File: src/rtl/mod5_serial_tx_pkg.sv
// Shared types and mod-5 arithmetic for the serial check link (transmitter and checker).
package mod5_pkg;

    localparam int MOD5_CHK_BITS = 3;

    typedef enum logic [1:0] {IDLE, DATA, CHECK} tx_state_t;

    typedef logic [2:0] mod5_res_t;

    // 2r+b is at most 9, so a single conditional subtract keeps the result in 0..4.
    function automatic mod5_res_t mod5_next(input mod5_res_t res, input logic b);
        logic [3:0] t;
        t = {res, 1'b0} + {3'b000, b};
        if (t >= 4'd5) begin
            t = t - 4'd5;
        end
        return t[2:0];
    endfunction

    function automatic mod5_res_t mod5_check(input mod5_res_t res);
        return mod5_next(res, 1'b0);
    endfunction

endpackage

File: src/rtl/mod5_serial_tx_if.sv
// Parallel word handshake plus serial frame outputs of the mod-5 transmitter.
interface mod5_serial_tx_if #(
    parameter int WIDTH = 8
);
    logic             in_valid;
    logic [WIDTH-1:0] in_data;
    logic             in_ready;
    logic             bit_valid;
    logic             dout;
    logic             frame_first;
    logic             frame_last;
    logic             busy;

    modport master (
        output in_valid, in_data,
        input  in_ready, bit_valid, dout, frame_first, frame_last, busy
    );

    modport slave (
        input  in_valid, in_data,
        output in_ready, bit_valid, dout, frame_first, frame_last, busy
    );
endinterface

File: src/rtl/mod5_serial_tx_residue_tracker.sv
// Running remainder mod 5 of an MSB-first bit stream; shared with the receive-side checker.
module mod5_residue_tracker
    import mod5_pkg::*;
(
    input  logic      clk,
    input  logic      resetn,
    input  logic      clr,
    input  logic      en,
    input  logic      b,
    output mod5_res_t res
);

    always_ff @(posedge clk) begin
        if (!resetn || clr) begin
            res <= '0;
        end else if (en) begin
            res <= mod5_next(res, b);
        end
    end

endmodule

File: src/rtl/mod5_serial_tx.sv
// Serialises a WIDTH-bit word MSB-first and appends a 3-bit field making the frame divisible by 5.
module mod5_serial_tx
    import mod5_pkg::*;
#(
    parameter int WIDTH    = 8,
    parameter int CHK_BITS = MOD5_CHK_BITS
) (
    input logic             clk,
    input logic             resetn,
    mod5_serial_tx_if.slave bus
);

    localparam int CNT_W = $clog2(WIDTH + CHK_BITS);
    typedef logic [CNT_W-1:0] cnt_t;

    tx_state_t        state;
    tx_state_t        state_nxt;
    logic [WIDTH-1:0] shreg;
    cnt_t             cnt;
    mod5_res_t        chk;
    mod5_res_t        res;
    logic             msb;
    logic             hs;
    logic             data_end;
    logic             chk_end;
    logic             dout_dec;

    assign msb      = shreg[WIDTH-1];
    assign hs       = bus.in_valid && (state == IDLE);
    assign data_end = (state == DATA) && (cnt == '0);
    assign chk_end  = (state == CHECK) && (cnt == '0);

    always_ff @(posedge clk) begin
        if (!resetn) begin
            state <= IDLE;
        end else begin
            state <= state_nxt;
        end
    end

    always_comb begin
        state_nxt = state;
        case (state)
            IDLE:    if (hs)       state_nxt = DATA;
            DATA:    if (data_end) state_nxt = CHECK;
            CHECK:   if (chk_end)  state_nxt = IDLE;
            default:               state_nxt = IDLE;
        endcase
    end

    always_ff @(posedge clk) begin
        if (!resetn) begin
            cnt <= '0;
        end else if (hs) begin
            cnt <= cnt_t'(WIDTH - 1);
        end else if (data_end) begin
            cnt <= cnt_t'(CHK_BITS - 1);
        end else if (chk_end) begin
            cnt <= '0;
        end else if (state != IDLE) begin
            cnt <= cnt - 1'b1;
        end
    end

    // The check value must include the payload bit leaving on this same cycle.
    always_ff @(posedge clk) begin
        if (hs) begin
            shreg <= bus.in_data;
        end else if (state == DATA) begin
            shreg <= {shreg[WIDTH-2:0], 1'b0};
        end
        if (data_end) begin
            chk <= mod5_check(mod5_next(res, msb));
        end
    end

    mod5_residue_tracker u_res (
        .clk    (clk),
        .resetn (resetn),
        .clr    (state != DATA),
        .en     (state == DATA),
        .b      (msb),
        .res    (res)
    );

    always_comb begin
        dout_dec = 1'b0;
        case (state)
            DATA:    dout_dec = msb;
            CHECK:   dout_dec = chk[cnt[1:0]];
            default: dout_dec = 1'b0;
        endcase
    end

    assign bus.in_ready    = (state == IDLE);
    assign bus.bit_valid   = (state != IDLE);
    assign bus.busy        = (state != IDLE);
    assign bus.dout        = dout_dec;
    assign bus.frame_first = (state == DATA) && (cnt == cnt_t'(WIDTH - 1));
    assign bus.frame_last  = chk_end;

endmodule

File: src/flat_wrapper.sv
// flat-port wrapper written by rule: the top's interface ports become plain ports
module mod5_serial_tx_flat import mod5_pkg::*;
#(
    parameter int WIDTH    = 8,
    parameter int CHK_BITS = MOD5_CHK_BITS
)
  (clk, resetn, bus_in_valid, bus_in_data, bus_in_ready, bus_bit_valid, bus_dout, bus_frame_first, bus_frame_last, bus_busy);
  mod5_serial_tx_if #(.WIDTH(WIDTH)) bus_i ();
  input logic clk;
  input logic resetn;
  input wire logic [$bits(bus_i.in_valid)-1:0] bus_in_valid;
  input wire logic [$bits(bus_i.in_data)-1:0] bus_in_data;
  output wire logic [$bits(bus_i.in_ready)-1:0] bus_in_ready;
  output wire logic [$bits(bus_i.bit_valid)-1:0] bus_bit_valid;
  output wire logic [$bits(bus_i.dout)-1:0] bus_dout;
  output wire logic [$bits(bus_i.frame_first)-1:0] bus_frame_first;
  output wire logic [$bits(bus_i.frame_last)-1:0] bus_frame_last;
  output wire logic [$bits(bus_i.busy)-1:0] bus_busy;
  assign bus_i.in_valid = bus_in_valid;
  assign bus_i.in_data = bus_in_data;
  assign bus_in_ready = bus_i.in_ready;
  assign bus_bit_valid = bus_i.bit_valid;
  assign bus_dout = bus_i.dout;
  assign bus_frame_first = bus_i.frame_first;
  assign bus_frame_last = bus_i.frame_last;
  assign bus_busy = bus_i.busy;
  mod5_serial_tx #(.WIDTH(WIDTH), .CHK_BITS(CHK_BITS)) u_core (.clk(clk), .resetn(resetn), .bus(bus_i));
endmodule
File: config.mk
export PLATFORM = sky130hd
export DESIGN_NAME = mod5_serial_tx_flat
export DESIGN_NICKNAME = d
export VERILOG_FILES = /design/src/rtl/mod5_serial_tx_pkg.sv /design/src/rtl/mod5_serial_tx_if.sv /design/src/rtl/mod5_serial_tx_residue_tracker.sv /design/src/rtl/mod5_serial_tx.sv /design/src/flat_wrapper.sv
export SDC_FILE = /design/constraint.sdc
export NUM_CORES = 1
export LEC_CHECK = 0
export CAP_MARGIN = 20
export CORE_MARGIN = 1
export CORE_UTILIZATION = 47
export DETAILED_ROUTE_END_ITERATION = 6
export PLACE_DENSITY_LB_ADDON = 0.25
export SKIP_LAST_GASP = 1
export SLEW_MARGIN = 30
export SYNTH_ARGS = -nofsm -noshare
export SYNTH_HDL_FRONTEND = slang
export SYNTH_SLANG_ARGS = --single-unit
File: constraint.sdc
create_clock -name clk -period 1.8 [get_ports clk]
set_input_delay 0.36 -clock clk [delete_from_list [all_inputs] [get_ports clk]]
set_output_delay 0.36 -clock clk [all_outputs]
set_load 0.02 [all_outputs]
---- Word-level counts from Yosys, hierarchy flattened ----
Cells that the tools add are included.
word-level totals
  flip-flop bits (word level) ............. 20
  logic and storage cells ................. 51
operators by class
  $add $sub $neg .......................... 4
  magnitude comparators ................... 3
  equality and inequality tests ........... 7
  muxes and demuxes ....................... 16
  bitwise logic cells ..................... 1
  reductions and logical operators ........ 13
operators with widths
  kind                 number
  $mux 3               7
  $mux 8               2
  $ge 4x3->1 const B   2
  $mux 2               3
  $ne 2x1->1 const B   3
  $pmux 2 s3           1
  $sub 3x3->3 const B  2
  $add 4x1->4          1
  $eq 4x3->1 const B   1
  $logic_and 1x1->1    4
  $logic_not 4->1      1
  $reduce_bool 2->1    2
  $reduce_bool 4->1    1
  $reduce_or 4->1      1
  $sub 4x1->4 const B  1
  $lt 2x3->1 const B   1
  $reduce_and 3->1     1
  $bmux 1 s2           1
  $eq 2x1->1 const B   1
  $eq 2x2->1 const B   1
  $logic_not 2->1      1
  $ne 2x2->1 const B   1
  $pmux 1 s2           1
  $logic_not 1->1      1
  3 further kinds      3

---- Longest topological paths before layout ----
Gate-level depths: netlist of run 1.
  depth in word-level cells ............... 6
  mapped depth ............................ 6
  gate-level depth less buffers ........... 6

---- Modules after synthesis ----
Synthesis of run 1 repeated with hierarchy kept, for this count alone.
unflattened totals
  cell total of the unflattened synthesis .. 131
  area, all modules ....................... 1312.5 um^2
modules (own cells, without submodules)
  module                instances  cells each  area each (um^2)  seq. area each (um^2)
  mod5_serial_tx        1          105         1088.5            450.4
  mod5_residue_tracker  1          26          224.0             60.1

---- Least setup slack after synthesis of run 1 ----
Ideal clock, no wire load.
  path type ............................... reg2reg
  start point ............................. register u_core.shreg[7]
  end point ............................... register u_core.chk[1], data pin
  library setup time ...................... 0.269 ns
  data arrival time ....................... 1.436 ns
  required time ........................... 1.531 ns
  path slack .............................. 0.095 ns
  cell stages (with the launch flop) ...... 7
  period minus slack after synthesis ...... 1.705 ns
  cells stage by stage .................... edfxtp_1 > inv_1 > ha_1 > or3b_1 > o211a_2 > o211ai_1 > mux2i_1
on the way
  cells in the longest elaborated chain, start to end .. 6
  elaborated cells on any way between the ends .. 8
  classes of those cells .................. 3 x add/sub; 2 x order compare; 3 x mux
RTL lines
  element                                           RTL line                                            RTL
  start, declared                                   mod5_serial_tx.sv:18                                logic [WIDTH-1:0] shreg;
  start signal, assigned                            mod5_serial_tx.sv:68                                shreg <= bus.in_data;
  start signal, assigned                            mod5_serial_tx.sv:70                                shreg <= {shreg[WIDTH-2:0], 1'b0};
  $add 4x1->4 *                                     mod5_serial_tx_pkg.sv:13                            t = {res, 1'b0} + {3'b000, b};
  $ge 4x3->1 / $sub 3x3->3 (equally long branches)  mod5_serial_tx_pkg.sv:14, mod5_serial_tx_pkg.sv:15
  $mux 3 *                                          mod5_serial_tx_pkg.sv:14                            if (t >= 4'd5) begin
  $mux 3 *                                          mod5_serial_tx.sv:72                                if (data_end) begin
  $ge 4x3->1 / $sub 3x3->3 (equally long branches)  mod5_serial_tx_pkg.sv:14, mod5_serial_tx_pkg.sv:15
  $mux 3 *                                          mod5_serial_tx_pkg.sv:14
  end signal, assigned                              mod5_serial_tx.sv:73                                chk <= mod5_check(mod5_next(res, msb));
  end, declared                                     mod5_serial_tx.sv:20                                mod5_res_t chk;
Every way passes the cells marked *; elsewhere a longest branch is shown, timed or not. The select of a mux whose other input is x is not followed.
A chain may end at the register's enable or synchronous reset.

---- Worst setup path after layout of run 1 ----
  start point ............................. register u_core.shreg[7]
  end point ............................... register u_core.chk[2], data pin
The elaborated chain is that of the path after synthesis.

==> summary.txt, run 1 <==
Finish
  • Inserted Diodes: 0
  • End-of-flow core utilization: 66.72%
  • Fill cell total of the finished layout: 189
  • Count of nets after finishing: 162
  • Final Instance Count excl. Fillers: 169
  • Layout cell share with drive strength beyond 1: 31.91%
  • Cell area after layout: 0.001490 sq mm
  • Layout overhead on the synthesized area: 32.92%

Synth
  • Complex-gate fraction of the synthesized area: 14.06%
  • Sequential area share after synthesis: 45.54%
  • Post-synthesis share of cell area spent on and, or, nand and nor gates: 16.63%
  • Adder-cell share of the synthesized area: 10.04%
  • Synthesized net count: 125
  • Synthesized area per cell: 10.68 sq um
  • Number of distinct library cells after synthesis: 38
  • Count of flip-flops with a built-in enable after synthesis: 11
  • Count of mapped cells out of synthesis: 105
  • Fraction of registers with async set/reset: 0%
  • XOR/XNOR share of the synthesized area: 0.7813%
  • Commonest register cell after synthesis: edfxtp_1
  • Warning count from the yosys run: 0
  • Portion of netlist area occupied by mux cells: 8.817%
  • Largest family of logic cells by synthesized area: simple AND/OR/NAND/NOR gates
  • Cell area after synthesis: 0.001121 sq mm
  • Seq cells post-synth: 20

Floorplan
  • IO Pins: 17
  • Core footprint: 0.002233 sq mm
  • Area of the die: 0.002585 sq mm
  • Horizontal die dimension: 50.84 um
  • Standard-cell rows: 17
  • Die H: 50.84 um
  • Effective utilization at floorplan: 50.20%

Critical path
  • Worst setup path startpoint: u_core.shreg[7]
  • Worst r2r dst: u_core.chk[2]
  • Worst path cell trace: inv_2, ha_4, or3b_4, o211ai_1, a211oi_1, o21bai_1
  • R2r startpoint: u_core.shreg[7]
  • Critical path launch point type: register
  • Worst Reg2Reg Path Length in Cells: 6
  • Max stage delay on crit path: 0.47 ns
  • Crit end category: register
  • Worst setup path class: reg -> reg
  • Worst-path cell with the longest stage delay: edfxtp_1
  • Endpoint arrival time on the critical path: 1.85 ns
  • Setup slack on the worst flop-to-flop path: -0.005 ns
  • CP max FO: 4
  • Worst Path Required: 1.85 ns

Placed design
  • Hpwl dp: 1835 um
  • # port buffers: 16
  • Total placed instance area: 0.001436 sq mm
  • Worst Setup Slack post-DPL: -0.1108 ns
  • Final weighted congestion in routability-driven placement: 0.8445
  • Post-placement cell count: 163

STA
  • Worst clock skew: 0.004345 ns
  • Final hold slack: 0.5576 ns
  • Crit share post-route: 100.3%
  • Post-layout minimum cycle time: 1.805 ns
  • Slew Limit Headroom: 72.18%
  • Final setup vio count: 1
  • Fin. Hold Viols: 0
  • Number of max-slew violations in the final report: 0
  • TNS Setup: -0.004812 ns
  • Top achievable clock speed: 0.5541 GHz
  • Least setup slack across all paths after layout: -0.004812 ns
  • Setup repair after global routing missed its margin: yes
  • Slew at the pin closest to its max-slew limit: 0.4173 ns

Pwr
  • Static leakage: 0.6171 nW
  • Overall power of the completed layout: 1.395 mW
  • Pwr/cell area: 936.4 mW/mm^2
  • Largest vdd supply drop: 0.7326 mV

Routing
  • Via count: 941
  • Number of DRC markers after the initial detailed-route iteration: 27
  • Number of iterations in the first detailed-routing pass: 4
  • Final routed DRC violation total: 0
  • Routed wire length: 2494 um
  • Remaining number of nets flagged by the antenna check after routing: 0
  • Via-to-Cell Ratio: 5.568
  • Routed wire length per instance: 14.76 um

Min path
  • Worst Hold Launch: u_core.state[0]
  • Number of instances on the worst hold path: 2
  • Worst min-delay path class: reg -> reg
  • Hold Path Sink: u_core.state[0]

Global routing
  • Residual overflow from global routing: 0
  • Number of antenna violations at the first check in global routing: 0
  • Largest net degree at the start of global routing: 12
  • All-layer global routing usage: 22.46%
  • Vias in the first global route: 934
  • First-pass GRT wire length: 4167 um

Clock network
  • Clk_lat worst skew: 0.30 ns
  • Number of buffers created by CTS: 3
  • Count of hold buffers inserted by post-cts repair: 0
  • Htree depth: 1
  • Clock tree from TritonCTS: done
  • Sinks on Clock Net: 20
  • Clock Path Buffers: 2
  • Clock-pin slew on the worst setup and hold paths: 0.11 ns
  • Clock Root Buffer: clkbuf_4

Status
  • Violations in the final reports: setup timing
  • Run status: finished, violations left

Run
  • Number of max-cap violations: 0
## power by group
part	total [mW]	switching (mW)	internal, mW
Combinational	0.558	0.267	0.292
Clock	0.219	0.138	0.0809
Sequential	0.618	0.0410	0.577
Total	1.40	0.446	0.949
## cell usage after synthesis (2+ instances only)
cell      instances  area share (%)
and2_1            2             1.1
dfxtp_1           9              16
a211oi_1          3             2.0
or3b_1            2             1.6
nand2_1           6             2.0
nor2b_1           2             1.1
or3_1             2             1.1
o21ai_2           2             1.6
ha_1              9              10
inv_1             9             3.0
nor2_1            6             2.0
nor3b_1           2             1.3
edfxtp_1         11              29
mux2_2            7             7.0
a21oi_1           4             1.8
o211ai_1          2             1.3
a31oi_1           2             1.1
mux2i_1           2             1.8
nand2b_1          4             2.2
## worst max-delay path: cells and delay by family (launching register included)
family,cells,cell delay [ns]
flops,1,0.47
fa+ha+maj,1,0.13
compound gates,3,0.46
simple gates,1,0.38
buf+inv,1,0.11
## routing by layer
layer | vias up | GRT usage (%) | wire (um)
met2 | 31 | 39.33 | 1246
li1 | 460 | - | -
met1 | 444 | 26.33 | 1076
met5 | - | 0 | 0
met3 | 6 | 6.548 | 128
met4 | 0 | 6.944 | 42
## how the worst max path moves through the flow
stage | to | slack [ns] | depth (start not counted)
2_1_floorplan | u_core.chk[1] | 0.1 | 6
3_3_place_gp | bus_frame_last | -0.06 | 6
3_5_place_dp | bus_frame_last | -0.11 | 6
4_1_cts | bus_frame_last | -0.15 | 6
5_1_grt | u_core.chk[1] | -0.12 | 6
6_report | u_core.chk[2] | -0.005 | 6
## layout make-up
type	instances	area (sq um)	share of cell area, %
multi-input cells	74	599.3	40.22
inverters	9	33.78	2.267
clock buffers	3	22.52	1.511
repair buffers	34	281.5	18.89
clock inverters	1	3.754	0.2519
well taps	28	35.03	2.351
flip-flops and latches	20	514.2	34.51
## state kept, by name, indices dropped and copies added (netlist names)
name              flops
u_core.chk            3
u_core.cnt            4
u_core.shreg          8
u_core.state          2
u_core.u_res.res      3
## timing repair
action / 4_1_cts / 5_1_grt
buffers inserted: 2 / 0
pin swaps: 2 / 2
gates cloned: 0 / 0
gates resized for setup: 24 / 8
endpoints found under the setup margin: 8 / 8
## kinds of logic after synthesis
family | count (synthesis)
xor gates and xnor gates | 1
buffers and inverters | 11
adders and majority gates | 9
AOI/OAI and AO/OA | 22
and+or+nand+nor | 33
muxes | 9
DFF | 20
## layout by cell type (no fill, tap or decap), types with 3 or more instances in the layout
cell type,count
a211oi_1,3
a21oi_1,4
buf_2,4
buf_4,17
clkbuf_4,3
clkdlybuf4s50_1,10
dfxtp_1,6
dfxtp_2,3
edfxtp_1,11
ha_1,6
inv_1,8
mux2_2,7
nand2_1,6
nand2b_1,4
nor2_1,6
Power figures use the tool's default switching activity.
==> inputs of run 2 (changes only) <==
--- a/config.mk
+++ b/config.mk
@@ -10,6 +10,7 @@
 export CORE_UTILIZATION = 47
 export DETAILED_ROUTE_END_ITERATION = 6
 export PLACE_DENSITY_LB_ADDON = 0.25
+export SETUP_SLACK_MARGIN = 0.1
 export SKIP_LAST_GASP = 1
 export SLEW_MARGIN = 30
 export SYNTH_ARGS = -nofsm -noshare
==> constraint.sdc (replaced) <==
create_clock -name clk -period 1.8 [get_ports clk]
set_input_delay 0.18 -clock clk [delete_from_list [all_inputs] [get_ports clk]]
set_output_delay 0.18 -clock clk [all_outputs]
set_load 0.02 [all_outputs]
==> run 2 against run 1 <==
Effect of this change:
- the run still ends with setup timing left
- clock skew down 0.00066 ns
- cell count down 4.1%
- non-clock buffer count fell by 7
- first-iteration DRC count decreased by 22%
- combinational power decreased by 12%
- global-route usage is 3.4 points lower
- register-to-register slack is essentially flat
==> summary.txt, run 2 (synthesis results as in run 1) <==
Clock network
  • Htree depth: 1 (unchanged)
  • Sinks on Clock Net: 20 (unchanged)
  • Clock Path Buffers: 2 (unchanged)
  • Clk_lat worst skew: 0.30 ns (about the same)
  • Clock Root Buffer: clkbuf_4
  • Clock-pin slew on the worst setup and hold paths: 0.11 ns (about the same)
  • Count of hold buffers inserted by post-cts repair: 0 (unchanged)
  • Clock tree from TritonCTS: done
  • Number of buffers created by CTS: 3 (unchanged)

Finish
  • Count of nets after finishing: 155 (-4.3%)
  • Layout cell share with drive strength beyond 1: 26.87% (-5.0 points)
  • Most frequent cells in the layout: 11 x buf_4, 11 x edfxtp_1, 10 x clkdlybuf4s50_1, 8 x inv_1, 7 x mux2_2
  • Registers with the highest flip-flop counts: u_core.shreg x8, u_core.cnt x4
  • Cell area after layout: 0.001431 sq mm (-3.9%)
  • Layout overhead on the synthesized area: 27.68%
  • Register ranked first by flip-flop count: u_core.shreg
  • Inserted Diodes: 0 (unchanged)
  • Flip-flop count of the largest register after layout: 8 (unchanged)

STA
  • Slew at the pin closest to its max-slew limit: 0.4357 ns (+0.01842 ns)
  • Number of max-slew violations in the final report: 0 (unchanged)
  • Crit share post-route: 100.7% (+0.45 points)
  • Fin. Hold Viols: 0 (unchanged)
  • Worst clock skew: 0.003685 ns (-0.0006600 ns)
  • Final setup vio count: 1 (unchanged)
  • Slew Limit Headroom: 70.95% (-1.2 points)
  • Setup repair after global routing missed its margin: yes
  • TNS Setup: -0.01295 ns (-0.008135 ns)
  • Top achievable clock speed: 0.5516 GHz (-0.45%)
  • Final hold slack: 0.5162 ns (-0.04139 ns)
  • Post-layout minimum cycle time: 1.813 ns (+0.008135 ns)
  • Least setup slack across all paths after layout: -0.01295 ns (-0.008135 ns)

Status
  • Violations in the final reports: setup timing
  • Run status: finished, violations left

Run
  • Number of max-cap violations: 0 (unchanged)

Floorplan
  • Horizontal die dimension: 50.84 um (unchanged)
  • IO Pins: 17 (unchanged)
  • Core footprint: 0.002233 sq mm (unchanged)
  • Die H: 50.84 um (unchanged)
  • Area of the die: 0.002585 sq mm (unchanged)
  • Effective utilization at floorplan: 50.20% (unchanged)
  • Standard-cell rows: 17 (unchanged)

Critical path
  • CP max FO: 4 (unchanged)
  • Worst setup path class: reg -> reg
  • Worst Path Required: 1.85 ns (about the same)
  • Setup slack on the worst flop-to-flop path: -0.01 ns (about the same)
  • Endpoint arrival time on the critical path: 1.86 ns (about the same)
  • Worst path cell trace: inv_1, ha_2, or3b_4, o211a_2, o211ai_1, mux2i_1
  • R2r startpoint: u_core.shreg[7]
  • Worst Setup EP: u_core.chk[1]
  • Worst-path cell with the longest stage delay: edfxtp_1
  • Critical path launch point type: register
  • Worst Reg2Reg Path Length in Cells: 6 (unchanged)
  • Worst r2r dst: u_core.chk[1]
  • Max stage delay on crit path: 0.43 ns (-0.04 ns)
  • Worst setup path startpoint: u_core.shreg[7]
  • Crit end category: register

Routing
  • Number of DRC markers after the initial detailed-route iteration: 21 (-22%)
  • Remaining number of nets flagged by the antenna check after routing: 0 (unchanged)
  • Routed wire length per instance: 13.93 um (-5.6%)
  • Via-to-Cell Ratio: 5.432 (-2.4%)
  • Final routed DRC violation total: 0 (unchanged)
  • Number of iterations in the first detailed-routing pass: 4 (unchanged)
  • Via count: 880 (-6.5%)
  • Routed wire length: 2256 um (-9.5%)

Pwr
  • Clock power share: 16.4% (+0.7 points)
  • Proportion of power drawn by flip-flops and latches: 46.7% (+2.4 points)
  • Switching share of power: 31.89% (-0.080 points)
  • Static leakage: 0.5855 nW (-5.1%)
  • Combinational share of power: 36.9% (-3.1 points)
  • Power spent charging and discharging nets: 0.4248 mW (-4.8%)
  • Pwr/cell area: 930.7 mW/mm^2 (-0.61%)
  • Overall power of the completed layout: 1.332 mW (-4.5%)
  • Largest vdd supply drop: 0.5961 mV (-19%)
  • Power Internal: 0.9073 mW (-4.4%)

Placed design
  • Final weighted congestion in routability-driven placement: 0.8660 (+2.5%)
  • Total placed instance area: 0.001381 sq mm (-3.8%)
  • # port buffers: 16 (unchanged)
  • Hpwl dp: 1718 um (-6.4%)

Global routing
  • Largest net degree at the start of global routing: 12 (unchanged)
  • All-layer global routing usage: 19.10% (-3.4 points)
  • First-pass GRT wire length: 3560 um (-15%)
  • Residual overflow from global routing: 0 (unchanged)
  • Number of antenna violations at the first check in global routing: 0 (unchanged)
  • Vias in the first global route: 813 (-13%)

Min path
  • Worst Hold Launch: resetn
  • Worst min-delay path class: in -> reg
-- run 2: changes by cell type in the layout (fill, tap and decap cells not counted), sizes merged --
cell,previous run,this run
buf,22,12
dlygate4sd2,1,4
-- run 2: worst max-delay path, delay by kind of cell, from the launching register on --
kind / cells / cell delay, ns
AO/OA/AOI/OAI: 2 / 0.34
flip-flops: 1 / 0.43
adder cells (fa/ha/maj): 1 / 0.20
AND/OR/NAND/NOR: 1 / 0.39
buffers and inverters: 1 / 0.08
multiplexers: 1 / 0.12
-- run 2: area by class of cell --
type                       count  area [sq um]
clock buffer                   3         22.52
clock inverter                 1         3.754
fill                         192         802.0
inverter                       9         33.78
multi-input combinational     74         594.3
sequential                    20         514.2
tap                           28         35.03
timing repair buffer          27         227.7
-- run 2: how the worst min path moves through the flow --
stage	slack, ns	end	depth (start not counted)
3_5_place_dp	0.53	u_core.cnt[2]	2
4_1_cts	0.51	u_core.cnt[3]	3
3_3_place_gp	0.53	u_core.state[0]	2
2_1_floorplan	0.30	u_core.cnt[3]	2
5_1_grt	0.51	u_core.cnt[3]	3
6_report	0.52	u_core.cnt[3]	3
-- run 2: power by group through the flow --
stage | clock (mW) | sequential [mW] | combinational, mW
3_5_place_dp | 0 | 0.626 | 0.476
2_1_floorplan | 0 | 0.617 | 0.307
5_1_grt | 0.248 | 0.631 | 0.541
4_1_cts | 0.227 | 0.616 | 0.477
3_3_place_gp | 0 | 0.621 | 0.461
6_report | 0.218 | 0.622 | 0.492
-- run 2: timing repair --
action                                  4_1_cts  5_1_grt
endpoints found under the setup margin        9       12
hold endpoints to repair                      0        0
resized for setup                            11       11
setup buffers                                 1        0
-- run 2: through the flow --
stage | instances | utilization [%] | worst slack, ns
6_report | 162 | 64.09 | -0.01295
5_1_grt | 162 | 64.09 | -0.07518
3_3_place_gp | 157 | 61.85 | 0.03087
2_1_floorplan | 105 | - | 0.09514
4_1_cts | 162 | 63.36 | -0.06380
3_5_place_dp | 157 | 61.85 | 0.0001303
-- run 2: metal layers --
metal  global-route usage (%)  part of all wire, %  up-vias
met5                        0                    0        -
met2                    30.67                   47       24
met4                    8.333                 0.66        0
met1                    25.43                   48      414
li1                         -                    -      440
met3                    2.976                  4.4        2
